## src/rtl/branch_predict_unit.sv

```systemverilog
// rtl/branch_predict_unit.sv - branch resolve, 2-bit bimodal predictor and statistics
//
// Ports:
//   clk                 rising-edge clock
//   i_rst_n             asynchronous active-low reset
//   i_pred_pc           fetch PC to predict
//   o_pred_taken        combinational prediction for i_pred_pc
//   i_valid             resolve request present
//   i_branch            resolving instruction is a branch or jump
//   i_branch_op         comparison selector
//   i_a, i_b            compare operands
//   i_pc                PC of resolving instruction (selects table entry to train)
//   i_pred_taken        prediction previously made for that instruction
//   i_stats_clr         synchronous clear of both statistics counters
//   o_valid/o_take/o_mispredict         registered resolve result
//   o_branch_count/o_mispredict_count   saturating statistics
module branch_predict_unit #(
  parameter int DATA_WIDTH = 32,
  parameter int PC_WIDTH   = 32,
  parameter int BHT_DEPTH  = 64,
  parameter int CNT_WIDTH  = 16
) (
  input  logic                  clk,
  input  logic                  i_rst_n,
  input  logic [PC_WIDTH-1:0]   i_pred_pc,
  output logic                  o_pred_taken,
  input  logic                  i_valid,
  input  logic                  i_branch,
  input  logic [2:0]            i_branch_op,
  input  logic [DATA_WIDTH-1:0] i_a,
  input  logic [DATA_WIDTH-1:0] i_b,
  input  logic [PC_WIDTH-1:0]   i_pc,
  input  logic                  i_pred_taken,
  input  logic                  i_stats_clr,
  output logic                  o_valid,
  output logic                  o_take,
  output logic                  o_mispredict,
  output logic [CNT_WIDTH-1:0]  o_branch_count,
  output logic [CNT_WIDTH-1:0]  o_mispredict_count
);

  localparam int IDX_W = $clog2(BHT_DEPTH);

  localparam logic [2:0] OP_BEQ      = 3'b000;
  localparam logic [2:0] OP_BNE      = 3'b001;
  localparam logic [2:0] OP_JAL_JALR = 3'b010;
  localparam logic [2:0] OP_BLT      = 3'b100;
  localparam logic [2:0] OP_BGE      = 3'b101;
  localparam logic [2:0] OP_BLTU     = 3'b110;
  localparam logic [2:0] OP_BGEU     = 3'b111;

  localparam logic [CNT_WIDTH-1:0] CNT_MAX = {CNT_WIDTH{1'b1}};

  logic [1:0]           bht_q [BHT_DEPTH];
  logic [1:0]           bht_d [BHT_DEPTH];
  logic                 valid_q, valid_d;
  logic                 take_q, take_d;
  logic                 mispredict_q, mispredict_d;
  logic [CNT_WIDTH-1:0] branch_count_q, branch_count_d;
  logic [CNT_WIDTH-1:0] mispredict_count_q, mispredict_count_d;

  logic [IDX_W-1:0] pred_idx;
  logic [IDX_W-1:0] upd_idx;
  logic             cond;
  logic             taken;
  logic             mispredict;
  logic             train;
  logic             unused_pc_bits;

  // Word-aligned PCs: bits [1:0] never distinguish instructions.
  assign pred_idx = i_pred_pc[IDX_W+1:2];
  assign upd_idx  = i_pc[IDX_W+1:2];
  assign unused_pc_bits = ^{i_pred_pc[PC_WIDTH-1:IDX_W+2], i_pred_pc[1:0],
                            i_pc[PC_WIDTH-1:IDX_W+2], i_pc[1:0]};

  always_comb begin
    cond = 1'b0;
    case (i_branch_op)
      OP_BEQ:      cond = (i_a == i_b);
      OP_BNE:      cond = (i_a != i_b);
      OP_JAL_JALR: cond = 1'b1;
      OP_BLT:      cond = ($signed(i_a) <  $signed(i_b));
      OP_BGE:      cond = ($signed(i_a) >= $signed(i_b));
      OP_BLTU:     cond = (i_a <  i_b);
      OP_BGEU:     cond = (i_a >= i_b);
      default:     cond = 1'b0;
    endcase
  end

  assign taken      = i_branch & cond;
  assign mispredict = i_valid & (taken ^ i_pred_taken);
  // Only conditional branches train; jumps are always taken and reserved ops carry no outcome.
  assign train      = i_valid & i_branch & (i_branch_op != OP_JAL_JALR) & (i_branch_op != 3'b011);

  // Reading the registered table gives read-before-write when both indices collide.
  assign o_pred_taken = bht_q[pred_idx][1];

  always_comb begin
    bht_d = bht_q;
    if (train) begin
      if (taken && (bht_q[upd_idx] != 2'b11)) begin
        bht_d[upd_idx] = bht_q[upd_idx] + 2'd1;
      end else if (!taken && (bht_q[upd_idx] != 2'b00)) begin
        bht_d[upd_idx] = bht_q[upd_idx] - 2'd1;
      end
    end
  end

  always_comb begin
    valid_d      = i_valid;
    take_d       = i_valid & taken;
    mispredict_d = mispredict;

    branch_count_d     = branch_count_q;
    mispredict_count_d = mispredict_count_q;
    if (i_stats_clr) begin
      branch_count_d     = '0;
      mispredict_count_d = '0;
    end else begin
      if (i_valid && i_branch && (branch_count_q != CNT_MAX)) begin
        branch_count_d = branch_count_q + 1'b1;
      end
      if (mispredict && (mispredict_count_q != CNT_MAX)) begin
        mispredict_count_d = mispredict_count_q + 1'b1;
      end
    end
  end

  always_ff @(posedge clk or negedge i_rst_n) begin
    if (!i_rst_n) begin
      for (int i = 0; i < BHT_DEPTH; i++) begin
        bht_q[i] <= 2'b01;
      end
      valid_q            <= 1'b0;
      take_q             <= 1'b0;
      mispredict_q       <= 1'b0;
      branch_count_q     <= '0;
      mispredict_count_q <= '0;
    end else begin
      bht_q              <= bht_d;
      valid_q            <= valid_d;
      take_q             <= take_d;
      mispredict_q       <= mispredict_d;
      branch_count_q     <= branch_count_d;
      mispredict_count_q <= mispredict_count_d;
    end
  end

  assign o_valid            = valid_q;
  assign o_take             = take_q;
  assign o_mispredict       = mispredict_q;
  assign o_branch_count     = branch_count_q;
  assign o_mispredict_count = mispredict_count_q;

endmodule

```

## config.mk

```make
export PLATFORM = sky130hd
export DESIGN_NAME = branch_predict_unit
export DESIGN_NICKNAME = d
export VERILOG_FILES = /design/src/rtl/branch_predict_unit.sv
export SDC_FILE = /design/constraint.sdc
export NUM_CORES = 1
export LEC_CHECK = 0
export BUFFER_PORTS_ARGS = -buffer_cell sky130_fd_sc_hd__buf_2
export CAP_MARGIN = 20
export CORE_ASPECT_RATIO = 0.5
export CORE_MARGIN = 4
export CORE_UTILIZATION = 55
export DETAILED_ROUTE_END_ITERATION = 16
export GPL_TIMING_DRIVEN = 0
export MAX_ROUTING_LAYER = met4
export PLACE_DENSITY = 0.78
export SYNTH_ARGS = -nofsm -noshare
export SYNTH_HDL_FRONTEND = slang
export SYNTH_SLANG_ARGS = --single-unit
```

## constraint.sdc

```tcl
create_clock -name clk -period 5.5 [get_ports clk]
set_input_delay 0.275 -clock clk [delete_from_list [all_inputs] [get_ports clk]]
set_output_delay 0.275 -clock clk [all_outputs]
set_load 0.01 [all_outputs]
```

==> impl_metrics.tcl, run 1 <==
set metrics [dict create \
    rr_endpoint "bht_q[43]" \
    die-area_um2 20900 \
    fin_crit_sh 0.919 \
    syn_to_final_growth_pct 14.9 \
    fillers 1328 \
    synthArstFlopShare 1.00 \
    crit_chain "buf_2 > clkbuf_1 > nor2_1 > nand2_1 > o22ai_1 > nor4_1 > mux2_2 > o22ai_1 > mux2i_1 > o211ai_1 > clkbuf_2 > clkbuf_1 > inv_1 > ha_1 > xnor2_1 > buf_4 > clkbuf_1 > mux2_2" \
    vdd_drop_max_uv 253 \
    grt_pass1_vias 8579 \
    clk_latency_ns 0.43 \
    clkTransAtPathRegs_ns 0.07 \
    cp.required_ns 5.87 \
    grt.total_usage 0.293 \
    relSlewSlack 0.360 \
    reg2reg_depth 14 \
    syn_inst 907 \
    worstPathArrival_ns 5.42 \
    rsz0062_at_grt "false" \
    final_cell_mix "buf_2, mux2_2, dfrtp_1" \
    cpPeakStageDelay_ns 0.67 \
    final_common_cell "buf_2" \
    drtIter0Drc 928 \
    clock-root-buffer "clkbuf_16" \
    layout.cells.non_filler 1296 \
    yosysWarnings 0 \
    min_to "o_take" \
    finalSetupViolCount 0 \
    grt_pass1_wl_um 47500 \
    holdWs_ns 0.181 \
    hold_start "i_branch" \
    end_kind "register" \
    cts_buffers 17 \
    r2r_slack_ns 0.86 \
    power.leakage_nw 5.12 \
    portBuffers 114 \
    nets 1221 \
    fin_crit_ns 5.05 \
    max_freq_ghz 0.198 \
    synthDistinctLibCells 68 \
    ys_ff_latch 163 \
    pwr_density_cell_nw_per_um2 268 \
    yosys_most_used_dff "dfrtp_1" \
    crit_slowest_cell "xnor2_1" \
    ios 173 \
    synth-edff-count 0 \
    final_layout_size_suffix_gt1_frac 0.424 \
    core_um2 17800 \
    post_drt_via_cell_ratio 6.54 \
    globalplace.congestion 0.983 \
    synth_nets 1080 \
    criticalPathCategory "in -> reg" \
    hold_path_class "in -> reg" \
    grt_overflow_total 0 \
    avgSynthCellArea_um2 11.3 \
    firstDrtPassIters 5 \
    hold_depth 3 \
    slew_violations 0 \
    drc 0 \
    syn-cell-area_um2 10200 \
    yosysSeqAreaShare 0.407 \
    htreeDepth 4 \
    num_rows 34 \
    worstSetupStartpointType "input pin" \
    wl_per_cell_um 23.4 \
    antenna_found_initial 1 \
    grt_max_degree 102 \
    timing.final.hold_violations 0 \
    cpMostUsedCell "clkbuf_1" \
    antenna_left 0 \
    clock-sinks 163 \
    hpwl_um 21400 \
    die_y_um 104 \
    status "completed" \
    routed_wl_um 30400 \
    cts_tree "built" \
    setup_tns_ns 0 \
    clockBufferDepth 2 \
    dp_cells 1257 \
    finalClockSkew_ns 0.0106 \
    cap_violations 0 \
    die_w_um 201 \
    start_util 0.574 \
    worst_pin_slew_ns 0.960 \
    crit_path_max_fanout 10 \
    vias 8476 \
]
## cells by family after synthesis
logic type                 share of synthesized area
adders and majority gates                     0.0441
DFF                                            0.407
and+or+nand+nor                                0.189
muxes                                          0.212
AOI/OAI and AO/OA                             0.0907
xor gates and xnor gates                      0.0137
buffers and inverters                         0.0430
## routing by layer
| metal | vias up | part of all wire | global-route usage |
|---|---|---|---|
| met5 | - | 0 | - |
| met1 | 4200 | 0.41 | 0.370 |
| met3 | 100 | 0.10 | 0.0804 |
| met4 | 0 | 0.037 | 0.121 |
| li1 | 3718 | - | - |
| met2 | 458 | 0.46 | 0.451 |
## final cells by class
class / instances / area (um2) / share of cell area
multi-input combinational: 638 / 5620 / 0.479
sequential: 163 / 4160 / 0.354
timing repair buffer: 122 / 662 / 0.0564
clock buffer: 19 / 433 / 0.0369
tap: 234 / 293 / 0.0249
buffer: 65 / 287 / 0.0244
inverter: 41 / 154 / 0.0131
clock inverter: 13 / 126 / 0.0108
antenna: 1 / 2.50 / 0.000213
## what timing repair did
action	4_1_cts	5_1_grt
buffers inserted	0	4
hold endpoints to repair	29	0
hold buffers	2	0
endpoints found under the setup margin	0	20
resized for setup	0	3
## worst max path at each step
stage / startpoint / endpoint / slack, ns / cells past startpoint
6_report: i_pc[2] / bht_q[43] / 0.45 / 18
3_3_place_gp: i_pc[3] / bht_q[27] / -0.10 / 16
2_1_floorplan: i_pc[3] / bht_q[101] / 1.75 / 18
4_1_cts: i_pc[3] / bht_q[43] / 0.32 / 18
3_5_place_dp: i_pc[3] / bht_q[25] / -0.05 / 18
5_1_grt: i_pc[2] / bht_q[39] / 0.17 / 19
## synthesized netlist by cell type (3+ instances only)
library cell,n,area share
a211oi_1,6,0.0044
a21boi_0,5,0.0037
a21oi_1,21,0.010
a221oi_1,5,0.0043
a22o_1,5,0.0043
a22oi_1,24,0.018
and2_1,3,0.0018
and3_1,6,0.0037
buf_1,3,0.0011
buf_2,9,0.0044
buf_6,4,0.0044
clkbuf_1,49,0.018
dfrtp_1,99,0.24
dfstp_2,64,0.16
ha_1,36,0.044
inv_1,41,0.015
mux2_1,15,0.017
mux2_2,116,0.13
mux2_4,12,0.018
mux2i_1,4,0.0039
mux4_2,21,0.046
nand2_1,46,0.017
nand2b_1,7,0.0043
nand3_1,24,0.012
nand3b_1,3,0.0022
nand4_1,22,0.013
nor2_1,42,0.015
nor2b_1,16,0.0098
nor3_1,11,0.0054
nor3b_1,5,0.0037
nor4_1,13,0.0080
nor4_2,42,0.051
o211ai_1,3,0.0022
o21ai_0,9,0.0044
o22ai_1,33,0.020
or2_2,4,0.0024
or3_1,7,0.0043
or4_1,12,0.0088
or4_4,12,0.013
xnor2_1,5,0.0043
xor2_1,11,0.0094
## stage by stage
| step | total power, W | util | cell area (um2) | setup slack, ns |
|---|---|---|---|---|
| floorplan | 0.00174 | - | 10200 | 1.75 |
| global placement | 0.00194 | 0.623 | 11100 | -0.104 |
| detailed placement | 0.00198 | 0.625 | 11100 | -0.0539 |
| CTS | 0.00313 | 0.658 | 11700 | 0.316 |
| global route | 0.00324 | 0.660 | 11700 | 0.165 |
| finish | 0.00314 | 0.660 | 11700 | 0.446 |
## power by group
part           total, W  internal (W)  switching, W
Sequential      0.00139       0.00131     0.0000743
Combinational  0.000595      0.000229      0.000366
Clock           0.00116      0.000633      0.000528
## critical path: cells and delay by family
| kind | cells | cell delay [ns] |
|---|---|---|
| AOI/OAI and AO/OA | 3 | 0.42 |
| and+or+nand+nor | 3 | 1.13 |
| adders and majority gates | 1 | 0.24 |
| buffers and inverters | 7 | 1.93 |
| muxes | 3 | 0.74 |
| xor gates and xnor gates | 1 | 0.67 |
Note: power is estimated with default switching activity, not from simulation.
==> run 2: changes to the inputs <==
- CORE_UTILIZATION: 55 -> 25
- PLACE_DENSITY: 0.78 -> unset
- SKIP_CTS_REPAIR_TIMING: unset -> 1
==> impl_metrics.tcl, run 2 (synthesized netlist as in run 1, its figures left out) <==
set metrics [dict create \
    finalSetupViolCount 0 \
    die-area_um2 44300 \
    max_freq_ghz 0.197 \
    drtIter0Drc 677 \
    cts_buffers 17 \
    worstPathArrival_ns 5.44 \
    antenna_found_initial 1 \
    num_rows 52 \
    clk_latency_ns 0.44 \
    post_drt_via_cell_ratio 5.10 \
    grt_max_degree 106 \
    grt_pass1_vias 8160 \
    final_layout_size_suffix_gt1_frac 0.425 \
    cap_violations 0 \
    clock-sinks 163 \
    fin_ws_ns 0.427 \
    crit_start "i_pc[2]" \
    slew_violations 0 \
    clockBufferDepth 2 \
    syn_to_final_growth_pct 19.4 \
    drc 0 \
    min_to "o_branch_count[12]" \
    fin_crit_sh 0.922 \
    clockPowerShare 0.391 \
    p_switching_w 0.000954 \
    die_w_um 294 \
    finalClockSkew_ns 0.0192 \
    firstDrtPassIters 5 \
    hpwl_um 22200 \
    htreeDepth 4 \
    hold_path_class "in -> reg" \
    r2r_slack_ns 0.88 \
    antenna_left 0 \
    hold_start "i_branch" \
    criticalPathCategory "in -> reg" \
    nets 1223 \
    relSlewSlack 0.339 \
    grt_pass1_wl_um 47400 \
    reg2reg_depth 14 \
    cp.required_ns 5.87 \
    timing.final.hold_violations 0 \
    fin_crit_ns 5.07 \
    fillers 4132 \
    rr_endpoint "bht_q[27]" \
    post-place-ws_ns -0.226 \
    worst_pin_slew_ns 0.991 \
    worstSetupStartpointType "input pin" \
    grt_overflow_total 0 \
    wl_per_cell_um 19.5 \
    power.leakage_nw 5.16 \
    ios 173 \
    p_sw_frac 0.294 \
    final_cell_mix "buf_2, mux2_2, dfrtp_1" \
    rsz0062_at_grt "false" \
    p_seq_frac 0.427 \
    crit_path_max_fanout 10 \
    pwr_density_cell_nw_per_um2 266 \
    vias 8177 \
    end_kind "register" \
    clock-root-buffer "clkbuf_16" \
    vdd_drop_max_uv 218 \
    hold_depth 3 \
    combinationalPowerShare 0.182 \
    grt.total_usage 0.143 \
    status "completed" \
    p_int_w 0.00229 \
    clkTransAtPathRegs_ns 0.07 \
    portBuffers 114 \
    globalplace.congestion 0.908 \
    final_util 0.302 \
    cts_tree "built" \
    core_um2 40400 \
    start_util 0.253 \
    routed_wl_um 31200 \
    final_common_cell "buf_2" \
    die_y_um 151 \
]
==> run 2: how the worst max path moves through the flow <==
stage / endpoint / slack, ns / cells past startpoint
3_3_place_gp: bht_q[3] / -0.30 / 16
5_1_grt: bht_q[7] / 0.13 / 20
4_1_cts: bht_q[43] / 0.23 / 18
2_1_floorplan: bht_q[101] / 1.75 / 18
3_5_place_dp: bht_q[27] / -0.23 / 18
6_report: bht_q[27] / 0.43 / 18
==> run 2: layout make-up <==
type                       count  area, um2  area share
buffer                        65        287      0.0235
tap                          540        676      0.0554
clock inverter                11        151      0.0124
clock buffer                  21        460      0.0378
antenna                        1       2.50    0.000205
inverter                      41        154      0.0126
multi-input combinational    638       5620       0.461
timing repair buffer         124        681      0.0558
sequential                   163       4160       0.341
==> run 2: layer usage <==
layer	up-vias	wire length (um)	GRT usage
met3	70	2220	0.0330
met4	0	848	0.0489
met2	306	14700	0.233
met5	-	0	-
met1	4075	13500	0.176
li1	3726	-	-
==> run 2: worst max-delay path, stage by stage <==
cell and delay [ns]:
buf_2 0.11, clkbuf_1 0.32, nor2_1 0.12, nand2_1 0.51, o22ai_1 0.17, nor4_1 0.65
mux2_2 0.28, o22ai_1 0.08, mux2i_1 0.17, o211ai_1 0.14, clkbuf_1 0.36, clkbuf_2 0.35
inv_1 0.12, ha_1 0.24, xnor2_1 0.58, buf_4 0.28, clkbuf_1 0.42, mux2_2 0.25
==> run 2: power by group through the flow <==
stage,Clock (W),Sequential (W),Combinational [W]
after floorplan,0,0.00137,0.000368
after global placement,0,0.00140,0.000570
after detailed placement,0,0.00140,0.000582
after CTS,0.00129,0.00138,0.000584
after global routing,0.00134,0.00139,0.000641
final,0.00127,0.00138,0.000591
==> run 2: metrics by stage <==
| step | TNS [ns] | cell area, um2 | instances | power, W | hold WS, ns |
|---|---|---|---|---|---|
| floorplan | 0 | 10200 | 907 | 0.00174 | -0.0206 |
| global placement | -14.31 | 11500 | 1561 | 0.00197 | 0.400 |
| detailed placement | -4.17 | 11500 | 1563 | 0.00198 | 0.243 |
| CTS | 0 | 12100 | 1595 | 0.00325 | -0.224 |
| global route | 0 | 12200 | 1604 | 0.00337 | 0.253 |
| finish | 0 | 12200 | 1604 | 0.00324 | 0.235 |
